**config.mk**
```make
export PLATFORM = sky130hd
export DESIGN_NAME = multimode_counter
export DESIGN_NICKNAME = d
export VERILOG_FILES = /design/src/rtl/multimode_counter_pkg.sv /design/src/rtl/counter_prescaler.sv /design/src/rtl/multimode_counter.sv
export SDC_FILE = /design/constraint.sdc
export NUM_CORES = 1
export LEC_CHECK = 0
export ABC_CLOCK_PERIOD_IN_PS = 4200
export CORE_MARGIN = 3
export CORE_UTILIZATION = 35
export CTS_BUF_LIST = sky130_fd_sc_hd__clkbuf_8
export CTS_CLUSTER_DIAMETER = 60
export DETAILED_ROUTE_END_ITERATION = 7
export PLACE_DENSITY = 0.58
export SYNTH_ARGS = -nofsm -noshare
export SYNTH_HDL_FRONTEND = slang
export SYNTH_SLANG_ARGS = --single-unit
```
**constraint.sdc**
```tcl
create_clock -name clk -period 4.2 [get_ports clk]
set_input_delay 0.84 -clock clk [delete_from_list [all_inputs] [get_ports clk]]
set_output_delay 0.84 -clock clk [all_outputs]
set_load 0.02 [all_outputs]
```
**src/rtl/multimode_counter_pkg.sv**
```systemverilog
// Shared definitions for the multimode counter: the mode encoding.
package multimode_counter_pkg;

    typedef enum logic [1:0] {
        MODE_UP       = 2'b00,
        MODE_DOWN     = 2'b01,
        MODE_PINGPONG = 2'b10,
        MODE_HOLD     = 2'b11
    } mode_t;

endpackage : multimode_counter_pkg

```
**src/rtl/counter_prescaler.sv**
```systemverilog
// Programmable prescaler: raises o_tick on one enabled cycle out of every i_div+1.
// i_clear (driven by the counter load strobe) restarts the divide sequence.
module counter_prescaler #(
    parameter int DIV_WIDTH = 4
) (
    input  logic                 clk,
    input  logic                 rst,
    input  logic                 i_en,
    input  logic                 i_clear,
    input  logic [DIV_WIDTH-1:0] i_div,
    output logic                 o_tick
);

    logic [DIV_WIDTH-1:0] r_psc;

    // A tick is an enabled cycle in which the count has reached the divisor exactly;
    // a count left above a freshly lowered divisor only wraps, it does not tick.
    assign o_tick = i_en & (r_psc == i_div);

    // Advance the divide count on enabled cycles, wrapping at (or beyond) the divisor.
    always_ff @(posedge clk or posedge rst) begin
        // NOTE: sequential state uses non-blocking assignments so every register
        // samples pre-edge values regardless of block evaluation order.
        if (rst) begin
            r_psc <= '0;
        end else if (i_clear) begin
            r_psc <= '0;
        end else if (i_en) begin
            if (r_psc >= i_div) begin
                r_psc <= '0;
            end else begin
                r_psc <= r_psc + {{(DIV_WIDTH-1){1'b0}}, 1'b1};
            end
        end
    end

endmodule : counter_prescaler

```
**src/rtl/multimode_counter.sv**
```systemverilog
// Multimode counter: programmable range 0..limit, up/down/ping-pong/hold modes,
// wrap or saturate at the range ends, synchronous load, prescaled stepping and
// registered one-cycle terminal-count and compare-match pulses.
module multimode_counter
    import multimode_counter_pkg::*;
#(
    parameter int WIDTH     = 8,
    parameter int DIV_WIDTH = 4
) (
    input  logic                 clk,
    input  logic                 rst,
    input  logic                 en,
    input  logic [1:0]           mode,
    input  logic                 sat,
    input  logic [DIV_WIDTH-1:0] div,
    input  logic [WIDTH-1:0]     limit,
    input  logic                 load,
    input  logic [WIDTH-1:0]     load_val,
    input  logic [WIDTH-1:0]     cmp_val,
    output logic [WIDTH-1:0]     count,
    output logic                 dir,
    output logic                 tc,
    output logic                 match
);

    localparam logic [WIDTH-1:0] ONE  = {{(WIDTH-1){1'b0}}, 1'b1};
    localparam logic [WIDTH-1:0] ZERO = '0;

    logic [WIDTH-1:0] r_count;
    logic             r_dir;
    logic             r_tc;
    logic             r_match;

    mode_t            w_mode;
    logic             w_tick;
    logic             w_step;
    logic             w_write;
    logic [WIDTH-1:0] w_count_nxt;
    logic             w_dir_nxt;
    logic             w_tc_nxt;
    logic             w_match_nxt;

    assign w_mode = mode_t'(mode);

    counter_prescaler #(
        .DIV_WIDTH (DIV_WIDTH)
    ) u_prescaler (
        .clk     (clk),
        .rst     (rst),
        .i_en    (en),
        .i_clear (load),
        .i_div   (div),
        .o_tick  (w_tick)
    );

    // Load wins over stepping; HOLD never steps.
    assign w_step  = w_tick & (w_mode != MODE_HOLD) & ~load;
    // Any step or load writes the count, even when the written value is unchanged.
    assign w_write = load | w_step;

    // Next count, direction and terminal-count flag from the current mode rules.
    always_comb begin
        // NOTE: every output gets a default first so no path leaves it unassigned,
        // which would otherwise infer a latch.
        w_count_nxt = r_count;
        w_dir_nxt   = r_dir;
        w_tc_nxt    = 1'b0;

        if (load) begin
            w_count_nxt = load_val;
            w_dir_nxt   = (w_mode != MODE_DOWN);
        end else begin
            case (w_mode)
                MODE_UP: begin
                    w_dir_nxt = 1'b1;
                    if (w_step) begin
                        if (r_count < limit) begin
                            w_count_nxt = r_count + ONE;
                        end else begin
                            w_count_nxt = sat ? limit : ZERO;
                            w_tc_nxt    = 1'b1;
                        end
                    end
                end
                MODE_DOWN: begin
                    w_dir_nxt = 1'b0;
                    if (w_step) begin
                        if (r_count != ZERO) begin
                            w_count_nxt = r_count - ONE;
                        end else begin
                            w_count_nxt = sat ? ZERO : limit;
                            w_tc_nxt    = 1'b1;
                        end
                    end
                end
                MODE_PINGPONG: begin
                    if (w_step) begin
                        if (limit == ZERO) begin
                            // Degenerate range: sit at 0 and bounce the direction.
                            w_count_nxt = ZERO;
                            w_dir_nxt   = ~r_dir;
                            w_tc_nxt    = 1'b1;
                        end else if (r_dir) begin
                            if (r_count < limit) begin
                                w_count_nxt = r_count + ONE;
                            end else begin
                                w_count_nxt = limit - ONE;
                                w_dir_nxt   = 1'b0;
                                w_tc_nxt    = 1'b1;
                            end
                        end else begin
                            if (r_count != ZERO) begin
                                w_count_nxt = r_count - ONE;
                            end else begin
                                w_count_nxt = ONE;
                                w_dir_nxt   = 1'b1;
                                w_tc_nxt    = 1'b1;
                            end
                        end
                    end
                end
                MODE_HOLD: begin
                    w_count_nxt = r_count;
                    w_dir_nxt   = r_dir;
                end
            endcase
        end
    end

    // Match reflects the value just written, never a compare-value change alone.
    assign w_match_nxt = w_write & (w_count_nxt == cmp_val);

    // Register the count state and its one-cycle status pulses together.
    always_ff @(posedge clk or posedge rst) begin
        if (rst) begin
            r_count <= '0;
            r_dir   <= 1'b1;
            r_tc    <= 1'b0;
            r_match <= 1'b0;
        end else begin
            r_count <= w_count_nxt;
            r_dir   <= w_dir_nxt;
            r_tc    <= w_tc_nxt;
            r_match <= w_match_nxt;
        end
    end

    assign count = r_count;
    assign dir   = r_dir;
    assign tc    = r_tc;
    assign match = r_match;

endmodule : multimode_counter

```
==> flow_summary.toml, run 1 <==
[timing]
hold_viol_final = 0
worst_pin_slew_ns = 0.6633
fin_crit_ns = 3.942
skew_ns = 0.001864
maxSlewViolCount = 0
fin_crit_sh = 0.9385
rsz0062_at_grt = "no"
slew-limit-headroom = 0.5568
setup_viol = 0
holdWs_ns = 0.5910
fmax_ghz = 0.2537

[layout]
stdcell_area_um2 = 3436
fill_cells = 787
finish.utilization = 0.4712
final_common_cell = "clkdlybuf4s50_1"
diodes = 0
drive_gt1_frac = 0.1114
area_growth_syn_to_layout_pct = 29.35
nets = 489
fin_cells = 530
most-common-layout-cells = "clkdlybuf4s50_1, nand2_1, buf_4, inv_1, a21oi_1"

[worst_setup_path]
cp.required_ns = 4.36
crit_type = "in -> reg"
rrSetupSlack_ns = 0.64
critPathMaxStageDelay_ns = 0.51
crit_path_top_delay_cell = "or4_4"
r2r_end = "match$_DFF_PP0_"
path_buf_inv = 3
ff2ff_path_depth = 11
r2r_start = "count[0]$_DFF_PP0_"
cp.arrival_ns = 4.11
critPathTopFamily = "simple AND/OR/NAND/NOR gates"
critPathLaunch = "limit[7]"
startpoint_type = "primary input"
cp_common_cell = "and3_1"
end_kind = "flip-flop"
cp_max_fo = 8
cp_cell_sequence = "clkdlybuf4s50_1, inv_1, ha_1, and3_1, a221oi_1, o21ai_1, buf_4, o2111ai_1, o211ai_1, and3_1, or4_4, nor4_2"

[synthesis]
synth_mux_area_frac = 0.03062
yosys_warnings = 0
ys_seq_area_frac = 0.1418
synth_cell_types = 64
synth_edf_count = 0
synth_top_family_by_area = "compound AO/OA/AOI/OAI gates"
syn-num-nets = 427
synth_top_area_frac = 0.1319
synth_area_um2 = 2656
yosys.area_share.simple = 0.2732
syn_area_per_cell_um2 = 7.179
synth_area_leader_cell = "dfrtp_1"
synth_area_leaders = "dfrtp_1, ha_1, nand2_1"
synth_seq_cells = 15
synth_cells = 370
async_flop_share = 1.000
synth_ff_type = "dfrtp_1"
synth_compound_area_frac = 0.3128
synth_xor_area_frac = 0.06265
synth_fa_ha_area_frac = 0.1036

[clocking]
cts_tree = "done"
clk_pin_slew_ns = 0.07
clockBufferDepth = 2
cts_root_buffer = "clkbuf_8"
insertion_delay_ns = 0.25
cts_buffers = 3
cts.sinks = 15
htree_levels = 1
postCtsHoldBufs = 0

[min_path]
holdCritStartpoint = "u_prescaler.r_psc[3]$_DFFE_PP0P_"
hold_end = "u_prescaler.r_psc[3]$_DFFE_PP0P_"
hp-class = "reg -> reg"
hold_depth = 2

[detailed_routing]
final_antenna_net_count = 0
drt_iter0_drc = 337
drc = 0
routed_wl_um = 10430
vias = 3220
avgViaCountPerCell = 6.075
dr.pass1.iters = 5
routedWlPerCell_um = 19.67

[die]
num_rows = 31
die_width_um = 93.12
ioPinCount = 46
die_h_um = 93.12
start_util = 0.3643
core_area_um2 = 7292
die-area_um2 = 8670

[placed_design]
hpwlAfterDp_um = 8259
gp_congestion = 1.023
place_inst = 526
dpl_cell_area_um2 = 3387
port_buffers = 45

[run_status]
status = "finished, final reports clean"

[global_route]
grt_max_degree = 29
grt_pass1_vias = 3186
grt_overflow = 0
grt_pass1_wl_um = 16730
grt_antenna_before_repair = 0
grt.total_usage = 0.2450

[power]
p_per_area_nw_per_um2 = 212.4
power.total_uw = 729.9
peakVddDrop_uv = 110.6
p_leak_nw = 1.459

[flow_run]
max_cap_viol_count = 0
[cells in the mapped netlist, types with 4 or more instances]
| cell type | count |
|---|---|
| a211oi_1 | 7 |
| a21o_1 | 5 |
| a21oi_1 | 28 |
| a221o_1 | 5 |
| a31oi_1 | 6 |
| and3_1 | 6 |
| buf_2 | 4 |
| clkbuf_1 | 16 |
| dfrtp_1 | 14 |
| ha_1 | 22 |
| inv_1 | 29 |
| mux2i_1 | 7 |
| nand2_1 | 42 |
| nand2b_1 | 6 |
| nand3_1 | 22 |
| nor2_1 | 18 |
| nor2b_1 | 5 |
| nor3_1 | 11 |
| nor4_1 | 4 |
| o211ai_1 | 7 |
| o21ai_0 | 12 |
| o31a_1 | 4 |
| o31ai_1 | 4 |
| or4_1 | 4 |
| xnor2_1 | 11 |
| xor2_1 | 8 |
[sequential cells by signal (all words and copies together) (netlist names)]
register,flops
count,8
dir,1
match,1
tc,1
u_prescaler.r_psc,4
[area by class of cell]
type,count,area (um^2),area share
Clock inverter,1,3.754,0.001092
Inverter,29,108.9,0.03168
Timing Repair Buffer,78,698.2,0.2032
Multi-Input combinational cell,305,2083,0.6063
Tap cell,99,123.9,0.03605
Clock buffer,3,41.29,0.01202
Sequential cell,15,376.6,0.1096
[metal layers]
layer | routed length [um] | global-route usage
met1 | 4483 | 0.3392
met2 | 4675 | 0.3821
met3 | 1000 | 0.05068
met4 | 268 | 0.07326
met5 | 0 | 0
[kinds of logic (layout without fill, tap and decap cells)]
| logic type | after synthesis | after routing |
|---|---|---|
| compound gates | 117 | 117 |
| mux | 8 | 8 |
| simple gates | 139 | 139 |
| fa+ha+maj | 22 | 22 |
| xor+xnor | 19 | 19 |
| flops | 15 | 15 |
| buf+inv | 50 | 111 |
[worst reg2reg max path, cell delays in order, from the launching register on]
cell and delay, ns:
dfrtp_1 0.51, inv_1 0.17, ha_1 0.18, nor3b_1 0.56
a21oi_1 0.30, nand2_1 0.26, a21o_1 0.12, a21oi_1 0.09
o31ai_1 0.43, nor2_1 0.10, or4_4 0.50, nor4_2 0.24
[timing repair]
action / CTS / global route
setup buffers: 0 / 0
setup endpoints to repair: 0 / 1
gates resized for setup: 0 / 1
[metrics by stage]
stage / setup TNS [ns] / setup WS [ns]
final: 0 / 0.2582
after global routing: 0 / 0.07373
after CTS: 0 / 0.1995
after detailed placement: -0.05653 / -0.05653
after global placement: -0.02188 / -0.02188
after floorplan: 0 / 0.7225
[where the power goes]
| group | switching, mW | internal, mW | total, mW |
|---|---|---|---|
| Clock | 0.0567 | 0.0649 | 0.122 |
| Combinational | 0.237 | 0.184 | 0.421 |
| Sequential | 0.0315 | 0.156 | 0.188 |
[how the worst max path moves through the flow]
stage,to,slack [ns],depth (start not counted)
floorplan,match$_DFF_PP0_,0.72,13
detailed placement,match$_DFF_PP0_,-0.06,11
global placement,match$_DFF_PP0_,-0.02,11
CTS,match$_DFF_PP0_,0.20,11
finish,match$_DFF_PP0_,0.26,12
global route,match$_DFF_PP0_,0.07,12
Note: power is estimated with default switching activity, not from simulation.
==> run 2: changes to the inputs <==
- CAP_MARGIN: unset -> 40
- CORE_UTILIZATION: 35 -> 45
- PLACE_DENSITY: 0.58 -> 0.71
==> flow_summary.toml, run 2 (synthesized netlist as in run 1, its figures left out) <==
[run_status]
status = "finished, final reports clean"

[timing]
holdWs_ns = 0.5684
skew_ns = 0.001981
setup_viol = 0
fin_crit_ns = 3.982
worst_pin_slew_ns = 0.6285
hold_viol_final = 0
worst_slack_ns = 0.2175
fin_crit_sh = 0.9482
fmax_ghz = 0.2511
maxSlewViolCount = 0
slew-limit-headroom = 0.5805
rsz0062_at_grt = "no"
tns_ns = 0

[clocking]
postCtsResizedCells = 0
cts_tree = "done"
insertion_delay_ns = 0.25
cts_buffers = 3
clockBufferDepth = 2
cts_root_buffer = "clkbuf_8"
cts.sinks = 15
postCtsHoldBufs = 0
htree_levels = 1
clk_pin_slew_ns = 0.07
cts_setup_buffers = 0

[global_route]
grt_pass1_wl_um = 16060
grt_use_met2 = 0.4614
grt_overflow = 0
grt_pass1_vias = 3077
grt_max_degree = 18
grt_antenna_before_repair = 0
use_met3 = 0.08631
use_met1 = 0.3727
grt-busiest-layer = "met2"
grt.total_usage = 0.2869

[detailed_routing]
dr.pass1.iters = 6
routedWlPerCell_um = 20.07
vias = 3246
routed_wl_um = 10180
drc = 0
drt_iter0_drc = 397
final_antenna_net_count = 0
avgViaCountPerCell = 6.402

[worst_setup_path]
crit_type = "in -> reg"
r2r_end = "match$_DFF_PP0_"
rrSetupSlack_ns = 0.77
cp.arrival_ns = 4.14
r2r_start = "count[7]$_DFF_PP0_"
end_kind = "flip-flop"
cp_max_fo = 4
startpoint_type = "primary input"
cp.required_ns = 4.36
ff2ff_path_depth = 9

[layout]
area_growth_syn_to_layout_pct = 29.11
nets = 493
fill_cells = 542
most-common-layout-cells = "clkdlybuf4s50_1, nand2_1, buf_4, inv_1, a21oi_1"
final_common_cell = "clkdlybuf4s50_1"
drive_gt1_frac = 0.1195
largest_register_ffs = 8
stdcell_area_um2 = 3430
finish.utilization = 0.6116
diodes = 0
fin_cells = 507

[placed_design]
hpwlAfterDp_um = 8089
gp_congestion = 1.070
dpl_cell_area_um2 = 3383
place_ws_ns = 0.02940
place_inst = 503
port_buffers = 45

[power]
power.total_uw = 728.5
p_leak_nw = 1.478
peakVddDrop_uv = 147.8
p_per_area_nw_per_um2 = 212.4

[min_path]
hold_depth = 2
hp-class = "reg -> reg"
hold_end = "u_prescaler.r_psc[3]$_DFFE_PP0P_"
holdCritStartpoint = "u_prescaler.r_psc[3]$_DFFE_PP0P_"

[die]
core_area_um2 = 5608
num_rows = 27
die-area_um2 = 6861
start_util = 0.4737
ioPinCount = 46
die_h_um = 82.83
die_width_um = 82.83

[flow_run]
max_cap_viol_count = 0
-- run 2: cell types whose count changed in the layout (fill, tap and decap cells not counted), sizes merged --
| cell | change |
|---|---|
| buf | +4 |
| clkinv | +1 |
| inv | -1 |
-- run 2: worst max-delay path: stages --
cell	delay (ns)
clkdlybuf4s50_1	0.48
inv_1	0.05
ha_1	0.32
and3_1	0.21
a221o_1	0.41
a21oi_1	0.37
o311ai_0	0.24
o31ai_1	0.37
nor2_1	0.12
or4_4	0.49
nor4_2	0.24
-- run 2: how the worst max path moves through the flow --
stage	startpoint	to	slack (ns)	cells after the start
floorplan	limit[3]	match$_DFF_PP0_	0.72	13
global placement	limit[7]	match$_DFF_PP0_	0.06	11
detailed placement	limit[7]	match$_DFF_PP0_	0.03	12
CTS	limit[7]	match$_DFF_PP0_	0.27	12
global route	limit[7]	match$_DFF_PP0_	0.04	13
finish	limit[7]	match$_DFF_PP0_	0.22	11
-- run 2: final cells by class --
| class | instances | area (um^2) | share of cell area |
|---|---|---|---|
| well taps | 72 | 90.09 | 0.02627 |
| repair buffers | 82 | 728.2 | 0.2123 |
| inverters | 29 | 108.9 | 0.03174 |
| flip-flops and latches | 15 | 376.6 | 0.1098 |
| multi-input cells | 305 | 2079 | 0.6063 |
| clock inverters | 1 | 5.005 | 0.001459 |
| clock buffers | 3 | 41.29 | 0.01204 |
-- run 2: routing by layer --
layer  vias up  wire (um)  share of wire
met5         -          0              0
met4         0        256          0.025
met3        33       1080           0.11
met2       194       4731           0.46
met1      1507       4108           0.40
li1       1512          -              -
-- run 2: report_power, final --
part / switching (mW) / leakage [nW] / internal, mW
combinational: 0.239 / 1.26 / 0.186
clock: 0.0544 / 0.0255 / 0.0657
sequential: 0.0268 / 0.190 / 0.156
total: 0.320 / 1.48 / 0.408
